[src/rtl/triad_encode_if.sv]
// Bus bundle for triad_encode: request side (hs_valid/hs_index/deadtime)
// plus serial triad output, busy flag and statistics counters.
// The master modport is the request source (board logic or bench); the
// slave modport is the encoder itself.
interface triad_encode_if #(
    parameter int DEAD_W = 4,
    parameter int CNT_W  = 16
);
    logic              hs_valid;
    logic [1:0]        hs_index;
    logic [DEAD_W-1:0] deadtime;
    logic              triad;
    logic              busy;
    logic [CNT_W-1:0]  sent_cnt;
    logic [CNT_W-1:0]  drop_cnt;

    modport master (
        output hs_valid,
        output hs_index,
        output deadtime,
        input  triad,
        input  busy,
        input  sent_cnt,
        input  drop_cnt
    );

    modport slave (
        input  hs_valid,
        input  hs_index,
        input  deadtime,
        output triad,
        output busy,
        output sent_cnt,
        output drop_cnt
    );
endinterface

[src/rtl/triad_encode.sv]
// triad_encode: serial triad transmitter (comparator emulator for one distrip).
// Sends start(1), strip bit, half-strip bit, then holds the line low for
// 'deadtime' clocks plus one IDLE clock so the decoder always sees a zero
// between triads.
// Optional feature: define TRIAD_ENCODE_QUEUE_EN to add a 1-deep pending
// register so one request arriving while busy is held instead of dropped.
module triad_encode #(
    parameter int DEAD_W = 4,
    parameter int CNT_W  = 16
) (
    input  logic          clock,
    input  logic          reset,
    triad_encode_if.slave bus
);

    typedef enum logic [2:0] {
        S_IDLE   = 3'd0,
        S_START  = 3'd1,
        S_STRIP  = 3'd2,
        S_HSTRIP = 3'd3,
        S_DEAD   = 3'd4
    } state_t;

    localparam logic [DEAD_W-1:0] DEAD_ZERO = {DEAD_W{1'b0}};
    localparam logic [DEAD_W-1:0] DEAD_ONE  = {{(DEAD_W-1){1'b0}}, 1'b1};
    localparam logic [CNT_W-1:0]  CNT_ONE   = {{(CNT_W-1){1'b0}}, 1'b1};
    localparam logic [CNT_W-1:0]  CNT_MAX   = {CNT_W{1'b1}};

    // Saturating increment: counters stick at all-ones instead of wrapping.
    function automatic logic [CNT_W-1:0] sat_inc(input logic [CNT_W-1:0] v);
        if (v == CNT_MAX) begin
            sat_inc = v;
        end else begin
            sat_inc = v + CNT_ONE;
        end
    endfunction

    state_t            state_q;
    logic [1:0]        idx_q;
    logic [DEAD_W-1:0] dead_q;
    logic              triad_q;
    logic              busy_q;
    logic [CNT_W-1:0]  sent_q;
    logic [CNT_W-1:0]  drop_q;
    logic [CNT_W-1:0]  sent_d;
    logic [CNT_W-1:0]  drop_d;
    logic              drop_s;
    logic              sent_inc_s;
    logic              idle_busy_s;

`ifdef TRIAD_ENCODE_QUEUE_EN
    logic              pend_v_q;
    logic [1:0]        pend_idx_q;
    logic              pend_v_d;
    logic [1:0]        pend_idx_d;

    // Pending-slot bookkeeping: refill on issue from IDLE, capture while busy, else drop.
    always_comb begin
        pend_v_d   = pend_v_q;
        pend_idx_d = pend_idx_q;
        drop_s     = 1'b0;
        if (state_q == S_IDLE) begin
            if (pend_v_q) begin
                // Pending entry is issued this clock; a new request takes its place.
                pend_v_d = bus.hs_valid;
                if (bus.hs_valid) begin
                    pend_idx_d = bus.hs_index;
                end else begin
                    pend_idx_d = pend_idx_q;
                end
            end else begin
                pend_v_d = 1'b0;
            end
        end else if (bus.hs_valid) begin
            if (!pend_v_q) begin
                pend_v_d   = 1'b1;
                pend_idx_d = bus.hs_index;
            end else begin
                drop_s = 1'b1;
            end
        end else begin
            drop_s = 1'b0;
        end
    end

    // Busy must stay high on return to IDLE when a request is still waiting.
    assign idle_busy_s = pend_v_d;
`else
    // Without the pending slot any request seen outside IDLE is lost.
    always_comb begin
        drop_s = 1'b0;
        if ((state_q != S_IDLE) && bus.hs_valid) begin
            drop_s = 1'b1;
        end else begin
            drop_s = 1'b0;
        end
    end

    assign idle_busy_s = 1'b0;
`endif

    // Statistics next-state: sent counts HSTRIP exits, drop counts refused requests.
    always_comb begin
        sent_inc_s = (state_q == S_HSTRIP);
        sent_d     = sent_q;
        drop_d     = drop_q;
        if (sent_inc_s) begin
            sent_d = sat_inc(sent_q);
        end else begin
            sent_d = sent_q;
        end
        if (drop_s) begin
            drop_d = sat_inc(drop_q);
        end else begin
            drop_d = drop_q;
        end
    end

    // Statistics counter registers.
    always_ff @(posedge clock or posedge reset) begin
        if (reset) begin
            sent_q <= {CNT_W{1'b0}};
            drop_q <= {CNT_W{1'b0}};
        end else begin
            sent_q <= sent_d;
            drop_q <= drop_d;
        end
    end

    // Triad FSM: triad and busy are registered alongside the state they describe.
    always_ff @(posedge clock or posedge reset) begin
        if (reset) begin
            state_q    <= S_IDLE;
            idx_q      <= 2'b00;
            dead_q     <= DEAD_ZERO;
            triad_q    <= 1'b0;
            busy_q     <= 1'b0;
`ifdef TRIAD_ENCODE_QUEUE_EN
            pend_v_q   <= 1'b0;
            pend_idx_q <= 2'b00;
`endif
        end else begin
`ifdef TRIAD_ENCODE_QUEUE_EN
            pend_v_q   <= pend_v_d;
            pend_idx_q <= pend_idx_d;
`endif
            case (state_q)
                S_IDLE: begin
`ifdef TRIAD_ENCODE_QUEUE_EN
                    if (pend_v_q) begin
                        state_q <= S_START;
                        idx_q   <= pend_idx_q;
                        triad_q <= 1'b1;
                        busy_q  <= 1'b1;
                    end else if (bus.hs_valid) begin
`else
                    if (bus.hs_valid) begin
`endif
                        state_q <= S_START;
                        idx_q   <= bus.hs_index;
                        triad_q <= 1'b1;
                        busy_q  <= 1'b1;
                    end else begin
                        state_q <= S_IDLE;
                        triad_q <= 1'b0;
                        busy_q  <= 1'b0;
                    end
                end
                S_START: begin
                    state_q <= S_STRIP;
                    triad_q <= idx_q[1];
                    busy_q  <= 1'b1;
                end
                S_STRIP: begin
                    state_q <= S_HSTRIP;
                    triad_q <= idx_q[0];
                    busy_q  <= 1'b1;
                end
                S_HSTRIP: begin
                    // deadtime is only looked at here, so later changes
                    // cannot stretch or cut the current dead period.
                    dead_q  <= bus.deadtime;
                    triad_q <= 1'b0;
                    if (bus.deadtime == DEAD_ZERO) begin
                        state_q <= S_IDLE;
                        busy_q  <= idle_busy_s;
                    end else begin
                        state_q <= S_DEAD;
                        busy_q  <= 1'b1;
                    end
                end
                S_DEAD: begin
                    triad_q <= 1'b0;
                    if (dead_q == DEAD_ONE) begin
                        state_q <= S_IDLE;
                        dead_q  <= DEAD_ZERO;
                        busy_q  <= idle_busy_s;
                    end else begin
                        state_q <= S_DEAD;
                        dead_q  <= dead_q - DEAD_ONE;
                        busy_q  <= 1'b1;
                    end
                end
                default: begin
                    state_q <= S_IDLE;
                    dead_q  <= DEAD_ZERO;
                    triad_q <= 1'b0;
                    busy_q  <= 1'b0;
                end
            endcase
        end
    end

    assign bus.triad    = triad_q;
    assign bus.busy     = busy_q;
    assign bus.sent_cnt = sent_q;
    assign bus.drop_cnt = drop_q;

endmodule

[src/flat_wrapper.sv]
// flat-port wrapper written by rule: the top's interface ports become plain ports
module triad_encode_flat 
#(
    parameter int DEAD_W = 4,
    parameter int CNT_W  = 16
)
  (clock, reset, bus_hs_valid, bus_hs_index, bus_deadtime, bus_triad, bus_busy, bus_sent_cnt, bus_drop_cnt);
  triad_encode_if #(.DEAD_W(DEAD_W), .CNT_W(CNT_W)) bus_i ();
  input  logic clock;
  input  logic reset;
  input wire logic [$bits(bus_i.hs_valid)-1:0] bus_hs_valid;
  input wire logic [$bits(bus_i.hs_index)-1:0] bus_hs_index;
  input wire logic [$bits(bus_i.deadtime)-1:0] bus_deadtime;
  output wire logic [$bits(bus_i.triad)-1:0] bus_triad;
  output wire logic [$bits(bus_i.busy)-1:0] bus_busy;
  output wire logic [$bits(bus_i.sent_cnt)-1:0] bus_sent_cnt;
  output wire logic [$bits(bus_i.drop_cnt)-1:0] bus_drop_cnt;
  assign bus_i.hs_valid = bus_hs_valid;
  assign bus_i.hs_index = bus_hs_index;
  assign bus_i.deadtime = bus_deadtime;
  assign bus_triad = bus_i.triad;
  assign bus_busy = bus_i.busy;
  assign bus_sent_cnt = bus_i.sent_cnt;
  assign bus_drop_cnt = bus_i.drop_cnt;
  triad_encode #(.DEAD_W(DEAD_W), .CNT_W(CNT_W)) u_core (.clock(clock), .reset(reset), .bus(bus_i));
endmodule
[config.mk]
export PLATFORM = sky130hd
export DESIGN_NAME = triad_encode_flat
export DESIGN_NICKNAME = d
export VERILOG_FILES = /design/src/rtl/triad_encode_if.sv /design/src/rtl/triad_encode.sv /design/src/flat_wrapper.sv
export SDC_FILE = /design/constraint.sdc
export NUM_CORES = 1
export LEC_CHECK = 0
export CAP_MARGIN = 20
export CORE_MARGIN = 3
export CORE_UTILIZATION = 45
export DETAILED_ROUTE_END_ITERATION = 8
export HOLD_SLACK_MARGIN = 0.08
export PLACE_DENSITY = 0.71
export SKIP_LAST_GASP = 1
export SLEW_MARGIN = 20
export SYNTH_ARGS = -nofsm -noshare
export SYNTH_HDL_FRONTEND = slang
export SYNTH_SLANG_ARGS = --single-unit
[constraint.sdc]
create_clock -name clock -period 3.4 [get_ports clock]
set_input_delay 1.02 -clock clock [delete_from_list [all_inputs] [get_ports clock]]
set_output_delay 1.02 -clock clock [all_outputs]
set_load 0.03 [all_outputs]
==> key figures <==
Run status
  • Status: finished, final reports clean

Critical path
  • Worst EP required: 3580 ps
  • Worst Setup End Kind: flop
  • Arrival time at the worst endpoint: 2920 ps
  • Reg2Reg Depth: 4
  • Crit path launch type: primary input
  • Critical path class: in2reg
  • CP max FO: 10

Die
  • Rows: 24
  • CORE AREA: 0.00456 mm2
  • DIE WIDTH: 76.3 um
  • Starting Density: 0.487
  • Boundary pin count: 43
  • Die H: 76.3 um
  • Die Area: 0.00582 mm2

GRT
  • Vias in the first global route: 1,596
  • Total track usage: 0.150
  • Largest net degree at the start of global routing: 44
  • First-pass GRT wire length: 7320 um
  • Grt ovf: 0
  • Initial antenna violation count: 0

Synth
  • Cell count after synthesis: 202
  • Syn avg cell area: 11.0 um2
  • Main synth FF type: dfrtp_1
  • Count leader, synth: dfrtp_1
  • Syn Nets: 215
  • Top post-synthesis cells by count: dfrtp_1, xor2_1, nor2_1, nor3_1, nand3_1
  • Yosys Warn Count: 0
  • Mapped cell area: 0.00222 mm2
  • #FFs+latches synth: 43
  • Largest area contributor in the netlist: dfrtp_1
  • Sequential-to-total area share from yosys stat: 0.484
  • Number of flops mapped to enable cells by yosys: 0
  • Ys async rst share: 1.00
  • Post-synth top area share: 0.484
  • Synth top area cells: dfrtp_1, xor2_1, nor3_1
  • Count of cell types in the netlist: 43

Clock network
  • Worst-path clk slew: 80 ps
  • Clk_lat worst skew: 290 ps
  • CTS tree: built
  • Setup bufs post-CTS: 0
  • Sink Count: 43
  • Num CTS Buffers: 5
  • Clk buf depth: 2
  • Hold_buf cts: 0
  • CTS resizes: 0
  • # H-tree levels: 2
  • Root buffer cell: clkbuf_8

Hold path
  • Hold Path Stages: 1
  • Worst hold path class: reg2reg

Cells and area
  • Layout area overhead: 26.9%
  • Layout cells sized above 1: 0.109
  • Antenna fix cells: 0
  • Nets: 260
  • Final Util: 0.618

Place
  • DP HPWL: 2970 um
  • Routability cong.: 0.822
  • IO Port Bufs: 42
  • Dpl ws: 331 ps

Power and ir drop
  • Total power: 1900 uW
  • Leak: 0.00124 uW
  • Power density over the cells: 673 mW/mm2
  • VDD IR max: 437 uV

Detailed routing
  • Detailed Route Iter0 Violations: 59
  • Vias per Instance: 5.39
  • Routed len/inst: 13.4 um
  • Total number of vias: 1,688
  • Final ANT Viol Nets: 0
  • Drt pass-1 iters: 4
  • Drc violations: 0
  • Total Wirelength: 4180 um

Timing
  • Final Slew Violations: 0
  • Worst-Margin Slew: 602 ps
  • Period utilization: 0.807
  • Post-route setup slack: 655 ps
  • Hold Vio Cnt, Final: 0
  • Min Hold Slack: 512 ps
  • TNS Setup: 0 ps
  • Final min period: 2750 ps
  • Final Skew: 4.50 ps
  • Slew HR: 0.592
  • # setup viols final: 0
  • RSZ-0062 raised after global routing: no
  • Max frequency: 364 MHz

Job
  • Max-cap violations: 0
[cells in the final DEF (no fill, tap or decap), drive strengths merged, types with 2 or more instances in the layout]
cell,synthesis,final
dfrtp,43,43
clkdlybuf4s50,0,42
xor2,19,19
nor3,18,18
nor2,16,16
nand3,12,12
nand2,10,10
inv,9,9
nor4,9,9
mux2,9,9
clkbuf,2,6
nand4,6,6
mux2i,5,5
xnor2,4,4
or3,4,4
o22ai,4,4
ha,4,4
a31oi,3,3
nor3b,3,3
nand2b,2,2
o21ai,2,2
nand3b,2,2
[stage by stage]
step / instance area [um2] / instances
after floorplan: 2220 / 202
after global placement: 2710 / 305
after detailed placement: 2710 / 305
after CTS: 2820 / 313
after global routing: 2820 / 313
final: 2820 / 313
[where the power goes]
group	switching (uW)	leakage, uW	total (uW)	internal [uW]
sequential	182	0.000553	816	635
clock	174	0.0000612	411	238
combinational	351	0.000627	672	321
[sequential cells by signal, summed over array words and instances (netlist names)]
name	flops
u_core.bus.busy	1
u_core.bus.triad	1
u_core.dead_q	4
u_core.bus.drop_cnt	16
u_core.idx_q	2
u_core.state_q	3
u_core.bus.sent_cnt	16
[critical path, cell delays in order]
cell and delay, ps:
clkdlybuf4s50_1 600, o31ai_4 170, or3_1 520, nor4_4 260, mux2_1 340
[layer usage]
metal | global-route usage | vias to the layer above | wire [um]
li1 | - | 820 | -
met1 | 0.194 | 827 | 1960
met2 | 0.243 | 37 | 1970
met3 | 0.0461 | 4 | 219
met4 | 0.0453 | 0 | 29
met5 | 0 | - | 0
[kinds of logic after synthesis]
logic type | after synthesis | synth area share
adders and majority gates | 4 | 0.0225
muxes | 14 | 0.0681
xor gates and xnor gates | 23 | 0.0905
buffers and inverters | 14 | 0.0281
AOI/OAI and AO/OA | 16 | 0.0562
and+or+nand+nor | 88 | 0.251
DFF | 43 | 0.484
[final cells by class]
class / count / area (um2)
sequential: 43 / 1080
multi-input combinational: 145 / 1090
fill: 410 / 1740
tap: 65 / 81.3
clock inverter: 2 / 35.0
timing repair buffer: 43 / 428
clock buffer: 6 / 82.6
inverter: 9 / 33.8
[path summary, 6_finish.rpt]
kind	from	end	slack, ps
worst min-delay path	u_core.bus.drop_cnt[8]	u_core.bus.drop_cnt[8]	510
min in group asynchronous	reset	u_core.bus.drop_cnt[14]	1160
worst min register to register	u_core.bus.drop_cnt[8]	u_core.bus.drop_cnt[8]	510
max in group asynchronous	reset	u_core.bus.sent_cnt[15]	1870
worst max-delay path	bus_hs_valid	u_core.bus.drop_cnt[15]	650
worst max register to register	u_core.state_q[0]	u_core.bus.drop_cnt[15]	1330
Power figures use the tool's default switching activity.
